**src/rtl/fetch_ctrl.sv**
```systemverilog
// Fetch-stage sequencer: owns pcF, issues one instruction-memory request at a time,
// holds the fetched word for Decode and applies jump/branch/exception redirects.
module fetch_ctrl #(
  parameter logic [31:0] RESET_PC = 32'hBFC00000,
  parameter logic [31:0] EXC_PC   = 32'hBFC00380
) (
  input  logic        clk,
  input  logic        rst,
  input  logic        stallD,
  input  logic        flush_excM,
  input  logic        jumpD,
  input  logic        branch_takeD,
  input  logic [31:0] pc_jumpD,
  input  logic [31:0] pc_branchD,
  output logic        inst_req,
  output logic [31:0] inst_addr,
  input  logic        inst_addr_ok,
  input  logic        inst_data_ok,
  input  logic [31:0] inst_rdata,
  output logic [31:0] pcF,
  output logic [31:0] instrF,
  output logic        instr_validF
);

  typedef enum logic [1:0] {S_REQ, S_WAIT, S_HOLD} state_t;

  state_t      state;
  logic        pend_valid;
  logic        pend_exc;
  logic [31:0] pend_pc;

  logic        exc_now;
  logic        jb_now;
  logic [31:0] jb_target;
  logic [31:0] next_pc;

  always_comb begin
    exc_now   = pend_exc | flush_excM;
    jb_now    = jumpD | branch_takeD;
    jb_target = jumpD ? pc_jumpD : pc_branchD;
    // A redirect arriving in the consume cycle bypasses the pending register.
    if (jb_now)
      next_pc = jb_target;
    else if (pend_valid)
      next_pc = pend_pc;
    else
      next_pc = pcF + 32'd4;
  end

  assign inst_addr = pcF;

  always_ff @(posedge clk or posedge rst) begin
    if (rst) begin
      state        <= S_REQ;
      inst_req     <= 1'b1;
      pcF          <= RESET_PC;
      instrF       <= '0;
      instr_validF <= 1'b0;
      pend_valid   <= 1'b0;
      pend_exc     <= 1'b0;
      pend_pc      <= '0;
    end else begin
      // Capture first; the state cases below clear pending when it is applied.
      if (flush_excM) begin
        pend_valid <= 1'b1;
        pend_exc   <= 1'b1;
        pend_pc    <= EXC_PC;
      end else if (jb_now && !pend_exc) begin
        pend_valid <= 1'b1;
        pend_pc    <= jb_target;
      end

      case (state)
        S_REQ: begin
          if (inst_addr_ok) begin
            state    <= S_WAIT;
            inst_req <= 1'b0;
          end
        end
        S_WAIT: begin
          if (inst_data_ok) begin
            if (exc_now) begin
              pcF        <= EXC_PC;
              pend_valid <= 1'b0;
              pend_exc   <= 1'b0;
              state      <= S_REQ;
              inst_req   <= 1'b1;
            end else begin
              instrF       <= inst_rdata;
              instr_validF <= 1'b1;
              state        <= S_HOLD;
            end
          end
        end
        S_HOLD: begin
          if (exc_now) begin
            instr_validF <= 1'b0;
            pcF          <= EXC_PC;
            pend_valid   <= 1'b0;
            pend_exc     <= 1'b0;
            state        <= S_REQ;
            inst_req     <= 1'b1;
          end else if (!stallD) begin
            instr_validF <= 1'b0;
            pcF          <= next_pc;
            pend_valid   <= 1'b0;
            state        <= S_REQ;
            inst_req     <= 1'b1;
          end
        end
        default: begin
          state        <= S_REQ;
          inst_req     <= 1'b1;
          instr_validF <= 1'b0;
        end
      endcase
    end
  end

endmodule
```
**config.mk**
```make
export PLATFORM = sky130hd
export DESIGN_NAME = fetch_ctrl
export DESIGN_NICKNAME = d
export VERILOG_FILES = /design/src/rtl/fetch_ctrl.sv
export SDC_FILE = /design/constraint.sdc
export NUM_CORES = 1
export LEC_CHECK = 0
export ABC_AREA = 1
export BUFFER_PORTS_ARGS = -buffer_cell sky130_fd_sc_hd__buf_2
export CORE_ASPECT_RATIO = 1.4
export CORE_UTILIZATION = 25
export DETAILED_ROUTE_END_ITERATION = 16
export SYNTH_ARGS = -nofsm -noshare
export SYNTH_HDL_FRONTEND = slang
export SYNTH_SLANG_ARGS = --single-unit
```
**constraint.sdc**
```tcl
create_clock -name clk -period 8.85 [get_ports clk]
set_input_delay 2.655 -clock clk [delete_from_list [all_inputs] [get_ports clk]]
set_output_delay 2.655 -clock clk [all_outputs]
set_load 0.05 [all_outputs]
```
==> flow_summary.yaml <==
cells_and_area:
  finalCoreUtilization_pct: 31.13
  n_fill_cell: 2509
  areaGrowthSynthToFinish_pct: 22.24
  nets: 1015
  drive_gt1_share_pct: 31.03
  mostFrequentLayoutCells: "nand2_1 (210), buf_2 (201), dfrtp_1 (92), inv_1 (79), nor2_1 (66)"
  final_common_cell: "nand2_1"
sta:
  fin_crit_ns: 4.617
  hold_viol: 0
  worst_slack_ns: 4.233
  finalMaxSlewViolations: 0
  rsz0062_at_grt: "no"
  slew_headroom_pct: 35.54
  max_freq_ghz: 0.2166
  fin_setup_tns_ns: 0
  fin_crit_sh_pct: 52.17
  worst_pin_slew_ns: 0.9645
  setup_viol: 0
  fin_skew_ns: 0.01367
place:
  gp_congestion: 0.8609
  dp_hpwl_mm: 13.85
  place_ws_ns: 3.887
  port_buffers: 201
routing:
  drt_iter0_markers: 218
  dr_total_vias: 5388
  wire_per_inst_um: 14.66
  antenna_left: 0
  drt_wl_total_mm: 17.88
  dr.pass1.iters: 7
  drc: 0
  viasPerCell: 4.420
yosys:
  syn_area_um2: 5929
  syn_inst: 748
  synth_nets: 856
  yosys_warnings: 0
  syn_avg_cell_area_um2: 7.927
  ys_types: 36
  ys_seq_area_share_pct: 43.26
  ys_ff_latch: 102
floorplanning:
  die_h_um: 184.2
  core_um2: 23290
  die_area_um2: 24350
  pin_count: 202
  initial_core_util_pct: 25.46
  die_x_um: 132.2
  rows: 66
global_routing:
  gr-total-overflow: 0
  grt_max_degree: 66
  antenna_found_initial: 1
  grt_pass1_wl_mm: 27.35
  grtUsageTotal_pct: 14.63
  grt_pass1_vias: 5089
critical_path:
  slowest_stage: "nand2_1"
  worst_ep_required_time_ns: 9.08
  worst-setup-path-type: "in -> reg"
  worstPathCellList: "buf_2 -> nor2_4 -> nand2_1 -> o21ai_0 -> nor2_1 -> o21ai_0 -> nand2_1"
  path_max_fanout: 31
  cp.arrival_ns: 4.85
  start_kind: "primary input"
  cpPeakStageDelay_ns: 0.66
  cp-end-kind: "register"
power:
  leakagePower_nw: 3.799
  vdd_drop_max_v: 0.0001864
  power_mw: 2.006
  powerDensity_nw_per_um2: 276.8
cts:
  insertion_delay_ns: 0.35
  cts.sinks: 102
  ctsResizeCount: 0
  cts_htree_levels: 3
  cts_root_buffer: "clkbuf_16"
  path_clk_slew_ns: 0.07
  postCtsSetupBuffers: 0
  cts_made_buffers: 9
  cts_buffer_depth: 2
  cts_tree: "done"
  cts_hold_buf: 0
flow_run:
  drv_cap: 0
hold_path:
  hold_path_class: "reg -> reg"
run_status:
  status: "complete, no violations"
==> registers in the layout, indices dropped and copies added, names as in the netlist <==
name / count
pend_pc: 32
pend_exc: 1
inst_req: 1
instr_validF: 1
pend_valid: 1
instrF: 32
inst_addr: 32
state: 2
==> per-stage QoR <==
step                      instance area (um^2)  hold WS [ns]  instances
after floorplan                           5929        0.4479        748
after global placement                    6963        0.4611       1202
after detailed placement                  6963        0.4684       1202
after CTS                                 7246        0.4857       1218
after global routing                      7246        0.5071       1218
final                                     7248        0.4840       1219
==> metal layers <==
| metal | global-route usage [%] | wire length (um) | vias up |
|---|---|---|---|
| li1 | - | - | 2688 |
| met1 | 17.75 | 7517 | 2485 |
| met2 | 26.03 | 9080 | 191 |
| met3 | 2.228 | 867 | 22 |
| met4 | 5.395 | 398 | 2 |
| met5 | 0 | 13 | - |
==> critical path: cells and delay by family <==
| kind | cells | cell delay [ns] |
|---|---|---|
| compound gates | 2 | 0.52 |
| buf+inv | 1 | 0.37 |
| simple gates | 4 | 1.29 |
==> area by class of cell <==
class                           count  area (um^2)  area share [%]
Clock inverter                      7        57.56          0.7941
Antenna cell                        1        2.502         0.03452
Clock buffer                        9        225.2           3.107
Timing Repair Buffer              204         1028           14.19
Inverter                           88        332.8           4.592
Sequential cell                   102         2565           35.39
Tap cell                          306        382.9           5.282
Multi-Input combinational cell    502         2654           36.61
==> cells by family after synthesis <==
family          after synthesis  share of synthesized area, %
simple gates                325                         22.77
buf+inv                     144                         11.99
compound gates              121                         11.80
flops                       102                         43.26
mux                          47                         8.609
xor+xnor                      5                        0.7385
fa+ha+maj                     4                        0.8441
==> report_power, final <==
| group | leakage (nW) | total [mW] | internal (mW) | switching, mW |
|---|---|---|---|---|
| registers | 1.24 | 0.685 | 0.604 | 0.0810 |
| logic | 2.42 | 0.933 | 0.246 | 0.687 |
| clock network | 0.134 | 0.388 | 0.195 | 0.193 |
==> cell usage after synthesis, drive strengths merged <==
| library cell | count | area (um^2) |
|---|---|---|
| dfrtp | 92 | 2302 |
| or2 | 2 | 12.52 |
| clkbuf | 9 | 33.78 |
| mux2i | 15 | 150.1 |
| a2bb2oi | 2 | 17.52 |
| inv | 88 | 330.3 |
| nor3 | 2 | 10.01 |
| a22oi | 11 | 82.58 |
| ha | 4 | 50.05 |
| xnor2 | 1 | 8.760 |
| mux2 | 32 | 360.4 |
| and3 | 1 | 6.260 |
| o22ai | 15 | 93.84 |
| nand4 | 7 | 43.79 |
| nand3 | 27 | 135.1 |
| a21oi | 14 | 73.82 |
| nor2 | 71 | 307.8 |
| o21ai | 66 | 330.3 |
| xor2 | 4 | 35.03 |
| nand2 | 215 | 834.6 |
| dfstp | 10 | 262.8 |
| buf | 47 | 346.6 |
| a21boi | 10 | 75.07 |
| o221ai | 3 | 26.28 |
==> path summary, 6_finish.rpt <==
path | startpoint | to | slack [ns] | cells past startpoint
worst max-delay path | jumpD | inst_addr[20] | 4.23 | 7
worst min-delay path | pend_pc[17] | pend_pc[17] | 0.48 | 2
worst max register to register | inst_addr[14] | inst_addr[21] | 6.81 | 9
worst min register to register | pend_pc[17] | pend_pc[17] | 0.48 | 2
max in group asynchronous | rst | pend_pc[0] | 5.29 | 3
min in group asynchronous | rst | instrF[13] | 2.33 | 2
(Power assumes the default switching activity.)
